File: config.mk
export PLATFORM = sky130hd
export DESIGN_NAME = tmon_adc_ctrl
export DESIGN_NICKNAME = d
export VERILOG_FILES = /design/src/rtl/tmon_adc_ctrl_pkg.sv /design/src/rtl/tmon_adc_serial.sv /design/src/rtl/tmon_adc_ctrl.sv
export SDC_FILE = /design/constraint.sdc
export NUM_CORES = 1
export LEC_CHECK = 0
export BUFFER_PORTS_ARGS = -buffer_cell sky130_fd_sc_hd__buf_4
export CAP_MARGIN = 5
export CORE_ASPECT_RATIO = 1.1
export CORE_MARGIN = 10
export CORE_UTILIZATION = 54
export CTS_CLUSTER_SIZE = 40
export DETAILED_ROUTE_END_ITERATION = 10
export PLACE_DENSITY_LB_ADDON = 0.2
export SLEW_MARGIN = 30
export SYNTH_ARGS = -nofsm -noshare
export SYNTH_HDL_FRONTEND = slang
export SYNTH_HIERARCHICAL = 1
export SYNTH_SLANG_ARGS = --single-unit
File: constraint.sdc
create_clock -name clk -period 7.55 [get_ports clk]
set_clock_uncertainty 0.15 [all_clocks]
set_input_delay 2.265 -clock clk [delete_from_list [all_inputs] [get_ports clk]]
set_output_delay 2.265 -clock clk [all_outputs]
set_load 0.02 [all_outputs]
File: src/rtl/tmon_adc_ctrl_pkg.sv
// Shared definitions for the temperature-monitor ADC controller:
// sequencer state encodings, serial frame geometry and a counter-width helper.
package tmon_adc_ctrl_pkg;

  typedef enum logic [1:0] {
    ST_IDLE  = 2'd0,
    ST_GAP   = 2'd1,
    ST_FRAME = 2'd2,
    ST_ACCUM = 2'd3
  } state_t;

  localparam int FRAME_BITS = 16;
  localparam int LEAD_ZEROS = 4;
  localparam int SCLK_EDGES = 2 * FRAME_BITS;

  // Bits needed for a counter running 0..n-1; never narrower than one bit.
  function automatic int cnt_width(input int n);
    return (n > 1) ? $clog2(n) : 1;
  endfunction

endpackage

File: src/rtl/tmon_adc_serial.sv
// Serial ADC frame engine: CS_N/SCLK generation, frame timing and MSB-first
// capture of one 16-bit frame per start request.
module tmon_adc_serial
  import tmon_adc_ctrl_pkg::*;
#(
  parameter int CLK_DIV = 4
) (
  input  logic                  clk,
  input  logic                  rst,
  input  logic                  start,
  input  logic                  adc_dout,
  output logic                  adc_cs_n,
  output logic                  adc_sclk,
  output logic                  done,
  output logic [FRAME_BITS-1:0] data
);

  localparam int DIV_W  = cnt_width(CLK_DIV);
  localparam int EDGE_W = $clog2(SCLK_EDGES + 1);

  logic [DIV_W-1:0]  div_cnt;
  logic [EDGE_W-1:0] edge_cnt;

  // NOTE: registers use non-blocking assignments so every flop samples
  // pre-edge values; blocking here would make results depend on statement order.
  always_ff @(posedge clk or posedge rst) begin
    if (rst) begin
      adc_cs_n <= 1'b1;
      adc_sclk <= 1'b0;
      done     <= 1'b0;
      data     <= '0;
      div_cnt  <= '0;
      edge_cnt <= '0;
    end else begin
      done <= 1'b0;
      if (adc_cs_n) begin
        if (start) begin
          adc_cs_n <= 1'b0;
          div_cnt  <= '0;
          edge_cnt <= '0;
        end
      end else if (edge_cnt == EDGE_W'(SCLK_EDGES)) begin
        // One extra cycle after the last SCLK fall before releasing CS_N.
        adc_cs_n <= 1'b1;
        done     <= 1'b1;
      end else if (div_cnt == DIV_W'(CLK_DIV - 1)) begin
        div_cnt  <= '0;
        adc_sclk <= ~adc_sclk;
        edge_cnt <= edge_cnt + 1'b1;
        if (!adc_sclk) begin
          data <= {data[FRAME_BITS-2:0], adc_dout};
        end
      end else begin
        div_cnt <= div_cnt + 1'b1;
      end
    end
  end

endmodule

File: src/rtl/tmon_adc_ctrl.sv
// AD22100 temperature monitor: sequences ADC frames, box-car averages
// 2^AVG_LOG2 samples and maintains an over-temperature flag with hysteresis.
module tmon_adc_ctrl
  import tmon_adc_ctrl_pkg::*;
#(
  parameter int CLK_DIV    = 4,
  parameter int SAMPLE_GAP = 1000,
  parameter int AVG_LOG2   = 2,
  parameter int ADC_BITS   = 12
) (
  input  logic                clk,
  input  logic                rst,
  input  logic                enable,
  output logic                adc_cs_n,
  output logic                adc_sclk,
  input  logic                adc_dout,
  input  logic [ADC_BITS-1:0] hi_thresh,
  input  logic [ADC_BITS-1:0] lo_thresh,
  output logic [ADC_BITS-1:0] temp_code,
  output logic                temp_valid,
  output logic                over_temp,
  output logic                busy
);

  localparam int ACC_W = ADC_BITS + AVG_LOG2;
  localparam int CNT_W = AVG_LOG2 + 1;
  localparam int GAP_W = cnt_width(SAMPLE_GAP);

  state_t                          state, state_nxt;
  logic [GAP_W-1:0]                gap_cnt;
  logic [ACC_W-1:0]                acc, acc_sum;
  logic [CNT_W-1:0]                smp_cnt, cnt_inc;
  logic [FRAME_BITS-1:0]           frame_data;
  logic [ADC_BITS-1:0]             sample, avg_code;
  logic [FRAME_BITS-ADC_BITS-1:0]  lead_unused;
  logic                            start, frame_done, gap_last, result_due;

  // Leading frame bits are dropped without checking them.
  assign sample      = frame_data[ADC_BITS-1:0];
  assign lead_unused = frame_data[FRAME_BITS-1:ADC_BITS];
  assign acc_sum     = acc + ACC_W'(sample);
  assign cnt_inc     = smp_cnt + 1'b1;
  assign result_due  = (cnt_inc == CNT_W'(1 << AVG_LOG2));
  assign avg_code    = acc_sum[ACC_W-1:AVG_LOG2];
  assign gap_last    = (gap_cnt == GAP_W'(SAMPLE_GAP - 1));
  assign start       = (state == ST_GAP) && enable && gap_last;

  tmon_adc_serial #(
    .CLK_DIV (CLK_DIV)
  ) u_serial (
    .clk      (clk),
    .rst      (rst),
    .start    (start),
    .adc_dout (adc_dout),
    .adc_cs_n (adc_cs_n),
    .adc_sclk (adc_sclk),
    .done     (frame_done),
    .data     (frame_data)
  );

  // NOTE: state_nxt gets a default before the case so no path leaves it
  // unassigned, which would otherwise infer a latch.
  always_comb begin
    state_nxt = state;
    case (state)
      ST_IDLE:  if (enable) state_nxt = ST_GAP;
      ST_GAP: begin
        if (!enable)       state_nxt = ST_IDLE;
        else if (gap_last) state_nxt = ST_FRAME;
      end
      ST_FRAME: if (frame_done) state_nxt = ST_ACCUM;
      ST_ACCUM: state_nxt = enable ? ST_GAP : ST_IDLE;
      default:  state_nxt = ST_IDLE;
    endcase
  end

  always_ff @(posedge clk or posedge rst) begin
    if (rst) begin
      state      <= ST_IDLE;
      busy       <= 1'b0;
      gap_cnt    <= '0;
      acc        <= '0;
      smp_cnt    <= '0;
      temp_code  <= '0;
      temp_valid <= 1'b0;
      over_temp  <= 1'b0;
    end else begin
      state      <= state_nxt;
      busy       <= (state_nxt != ST_IDLE);
      temp_valid <= 1'b0;
      gap_cnt    <= (state == ST_GAP && state_nxt == ST_GAP) ? gap_cnt + 1'b1 : '0;

      if (state == ST_ACCUM) begin
        if (result_due) begin
          acc        <= '0;
          smp_cnt    <= '0;
          temp_code  <= avg_code;
          temp_valid <= 1'b1;
          // Set wins over clear, so inverted thresholds cannot oscillate.
          if (avg_code >= hi_thresh)     over_temp <= 1'b1;
          else if (avg_code < lo_thresh) over_temp <= 1'b0;
        end else if (!enable) begin
          acc     <= '0;
          smp_cnt <= '0;
        end else begin
          acc     <= acc_sum;
          smp_cnt <= cnt_inc;
        end
      end else if (state == ST_GAP && !enable) begin
        acc     <= '0;
        smp_cnt <= '0;
      end
    end
  end

endmodule

* Word level (Yosys, flattened, before mapping)
Cells that the tools add are included.
** Operators by class
- $add $sub $neg :: 5
- Multiply operators :: 0
- Divide/modulo/power cells :: 0
- Magnitude comparators :: 2
- Equality and inequality tests :: 10
- Shift operators :: 0
- Muxes and demuxes :: 31
- Bitwise gates (word level) :: 3
- Reductions and logical operators :: 16
** Operators by type and width (number)
- 14-bit two-way mux :: 4
- 6-bit two-way mux :: 4
- 2-bit two-way mux :: 8
- 14-bit by 12-bit adder with 14-bit output :: 1
- 12-bit greater-or-equal comparator :: 1
- 12-bit less-than comparator :: 1
- 3-bit two-way mux :: 4
- 10-bit by 1-bit adder with 10-bit output, second input constant :: 1
- 10-bit equality test, second input constant :: 1
- 10-bit two-way mux :: 1
- 1-bit two-way mux :: 9
- 3-bit AND reduction :: 3
- 2-bit one-hot mux with 4 select lines :: 1
- 2-bit nonzero test :: 4
- 6-bit by 1-bit adder with 6-bit output, second input constant :: 1
- 2-bit equality test, second input constant :: 3
- 6-bit equality test, second input constant :: 1
- 2-bit by 1-bit equality test with 1-bit output, second input constant :: 2
- 1-bit logical AND :: 4
- 2-bit AND reduction :: 2
- 4-bit AND reduction :: 1
- 3-bit by 1-bit adder with 3-bit output, second input constant :: 1
- 3-bit equality test, second input constant :: 1
- 1-bit NOT :: 3
- other kinds (5) :: 5
** Word-level totals
- Register bits after elaboration :: 67
- Latch bits :: 0
- RAM bits :: 0
- Memory bits (read-only) :: 0
- Output and inout bits :: 17
- Logic and storage cells :: 81
- Memories :: 0

* Longest topological paths before layout
- Word-level depth :: 7
- Mapped depth :: 15
- Gate-level depth less buffers :: 15

* Hierarchy
Netlist, hierarchy kept.
** By module, submodules not included
- tmon_adc_ctrl :: times used 1, cells an instance 312, area an instance 3000.4 um^2
- tmon_adc_serial :: times used 1, cells an instance 92, area an instance 1222.4 um^2

* Worst setup path after synthesis
Ideal clock, no wire load.
- Path type :: input -> register
- Start :: in hi_thresh[0]
- End :: reg over_temp
- Library setup time :: 138 ps
- Data arrival time :: 3377 ps
- Data required time :: 7262 ps
- Slack :: 3885 ps
- Stages on the path :: 7
- Buffers on the path :: 0
- Cell sequence :: ha_1 > nand2b_1 > a21o_1 > a211oi_1 > nor4_1 > nor4_1 > o21ai_0
** On the way
- Cells in the longest elaborated chain, start to end :: 3
- Elaborated cells on any way between the ends :: 4
** RTL lines
- start, declared :: line tmon_adc_ctrl.sv:17 : input logic [ADC_BITS-1:0] hi_thresh,
- 12-bit greater-or-equal comparator * :: line tmon_adc_ctrl.sv:100 : if (avg_code >= hi_thresh) over_temp <= 1'b1;
- 2-bit nonzero test (no source line)
- 3-bit AND reduction (no source line)
- end signal, assigned :: line tmon_adc_ctrl.sv:86 : over_temp <= 1'b0;
- end signal, assigned :: line tmon_adc_ctrl.sv:100
- end signal, assigned :: line tmon_adc_ctrl.sv:101 : else if (avg_code < lo_thresh) over_temp <= 1'b0;
- end, declared :: line tmon_adc_ctrl.sv:21 : output logic over_temp,
Every way passes the cells marked *; elsewhere a longest branch is shown, timed or not.
A chain may end at the register's enable or synchronous reset.

* Worst setup path after layout
- Start :: reg u_serial.adc_cs_n
- End :: out adc_cs_n
** RTL lines
- start, declared :: line tmon_adc_serial.sv:12 : output logic adc_cs_n,
- start signal, assigned :: line tmon_adc_serial.sv:28 : adc_cs_n <= 1'b1;
- start signal, assigned :: line tmon_adc_serial.sv:38 : adc_cs_n <= 1'b0;
- start signal, assigned :: line tmon_adc_serial.sv:44 : adc_cs_n <= 1'b1;
- end, declared :: line tmon_adc_ctrl.sv:14 : output logic adc_cs_n,
No word-level cell between the ends.

==> run metrics <==
status=completed; input/output buffers=44; most frequent cells in the layout=dfrtp_1 (66), buf_4 (46), ha_1 (41); CTS Sinks=between 60 and 70; CTS Buf Count=9; number of global-route vias before repair=3184; internal power=about 0.00054 W; hold_buf cts=0; Yosys Warn Count=6; CP top delay family=flip-flops; Worst EP required=5.14 ns; Die Area=11400 um^2; die width=103 um; Clock transition at path regs=0.07 ns; Slew headroom=~43%; Reg2Reg Depth=14; residual DRC count=0; CTS tree=done; RSZ-0062 raised after global routing=no; Largest stage delay, worst path=roughly 0.67 ns; critical path data arrival time=1.20 ns; Hold Crit Endpoint=gap_cnt[0]; Hold Path Class=reg -> reg; final worst slack=3.94 ns; average via count per standard cell=5.68; diode count=0; WL per Instance=~16 um; area of the mapped netlist=~4100 um^2; Mapped Nets=about 470; Slew @ Worst Pin=roughly 0.86 ns; CP cell instances=buf_4; total grt overflow=0; reg2reg start=u_serial/data[0]; Post-CTS Setup Inserts=0; clk_lat worst skew=0.34 ns; CP Capture Type=primary output; HP Start=gap_cnt[0]; Combinational Power Share=4.6%; Seq pwr share=52.8%; Die H=approximately 110 um; Post-Synthesis Cells=396; wirelength, routed=8350 um; H-tree depth=3; ANT nets after route=0; VDD IR-drop max=a little under 0.00009 V; WHS Path Cells=1; pwr/cell area=146 nW/um^2; DR vias=3049; Layout Area Growth over Synthesis=14.8%; First-pass DRT Iterations=4; post-cts sizing count=0; Switching Fraction=a little over a fifth; area of the core=7390 um^2; global-route wire length before repair=14300 um; final critical-path required period=approximately 3.6 ns; GPL Wtd Cong=0.937; Leak=approximately 2.4 nW; Sw Pwr=0.000147 W; pre-CTS setup slack=3.67 ns; multi-input logic area=2200 um^2; Max clock buf depth=2; largest net degree at the start of global routing=45; final slew viol count=0; FF+latch area=roughly 1700 um^2; Buffers & Inverters on Critical Path=1; crit path max-delay cell type=dfstp_2; share of layout cells above drive strength 1=21.6%; Setup Crit Path Kind=reg -> out; Startpoint Class=flip-flop; Filler Cell Count=622; Final period util=a little under half; 1st-iter DRT viols=112; dpl hpwl=6540 um; Final Hold Viols=0; row count=33; clock power share=42.6%; CTS Root Cell=clkbuf_8; Mean Syn Cell Area=10.3 um^2; f_max=0.277 GHz; reg2reg end=over_temp; FF-to-FF setup slack=between 3 and 4 ns; # nets final=a little over 500; Setup TNS Final=0 ns; worst-path fanout max=14; total track usage=15.3%; fin util=63.3%; maxcap violations=0; endpoints failing setup=0; fin area=4680 um^2; post-placement cell area=4480 um^2; initial antenna violation count=0; commonest non-fill, non-tap cell in the layout=dfrtp_1; Top Ports=45; Initial Util=55.2%
==> worst max path at each step <==
stage,from,cells past startpoint,end
floorplan,hi_thresh[0],7,over_temp
global placement,hi_thresh[0],8,over_temp
detailed placement,hi_thresh[0],8,over_temp
CTS,u_serial/adc_cs_n,1,adc_cs_n
global route,u_serial/data[0],15,over_temp
finish,u_serial/adc_cs_n,1,adc_cs_n
==> sequential cells by signal (all words and copies together), names as in the netlist <==
register / flops
u_serial/done: 1
temp_code: 12
u_serial/div_cnt: 2
u_serial/edge_cnt: 6
busy: 1
u_serial/adc_sclk: 1
temp_valid: 1
smp_cnt: 3
over_temp: 1
acc: 14
u_serial/data: 12
state: 2
gap_cnt: 10
u_serial/adc_cs_n: 1
==> metal layers <==
| layer | GRT usage, % | share of wire (%) | up-vias | wire, um |
|---|---|---|---|---|
| li1 | - | - | 1524 | - |
| met4 | 4.74 | 1.6 | 0 | 134 |
| met3 | 4.68 | 5.9 | 14 | 495 |
| met2 | 26.4 | 48 | 51 | 4040 |
| met5 | 0 | 0 | - | 0 |
| met1 | 17.4 | 44 | 1460 | 3680 |
==> metrics by stage <==
stage               total power [W]  cells  hold slack, ns
CTS                        0.000691    537           0.309
floorplan                  0.000383    396           0.275
global placement           0.000398    521           0.285
detailed placement         0.000400    521           0.299
finish                     0.000683    537           0.304
global route               0.000709    537           0.325
==> cell type report <==
class                   instances  share of cell area, %
multi-input cells             282                   47.1
repair buffers                 46                   7.38
well taps                      87                   2.33
inverters                      39                   3.16
clock inverters                 4                   1.07
clock buffers                  12                   3.10
flip-flops and latches         67                   35.9
==> power groups by stage <==
stage | sequential [W] | combinational, W | clock, W
after floorplan | 0.000367 | 0.0000162 | 0
after global placement | 0.000367 | 0.0000311 | 0
after detailed placement | 0.000367 | 0.0000324 | 0
after CTS | 0.000360 | 0.0000325 | 0.000298
after global routing | 0.000360 | 0.0000368 | 0.000312
final | 0.000360 | 0.0000314 | 0.000291
Note: power is estimated with default switching activity, not from simulation.
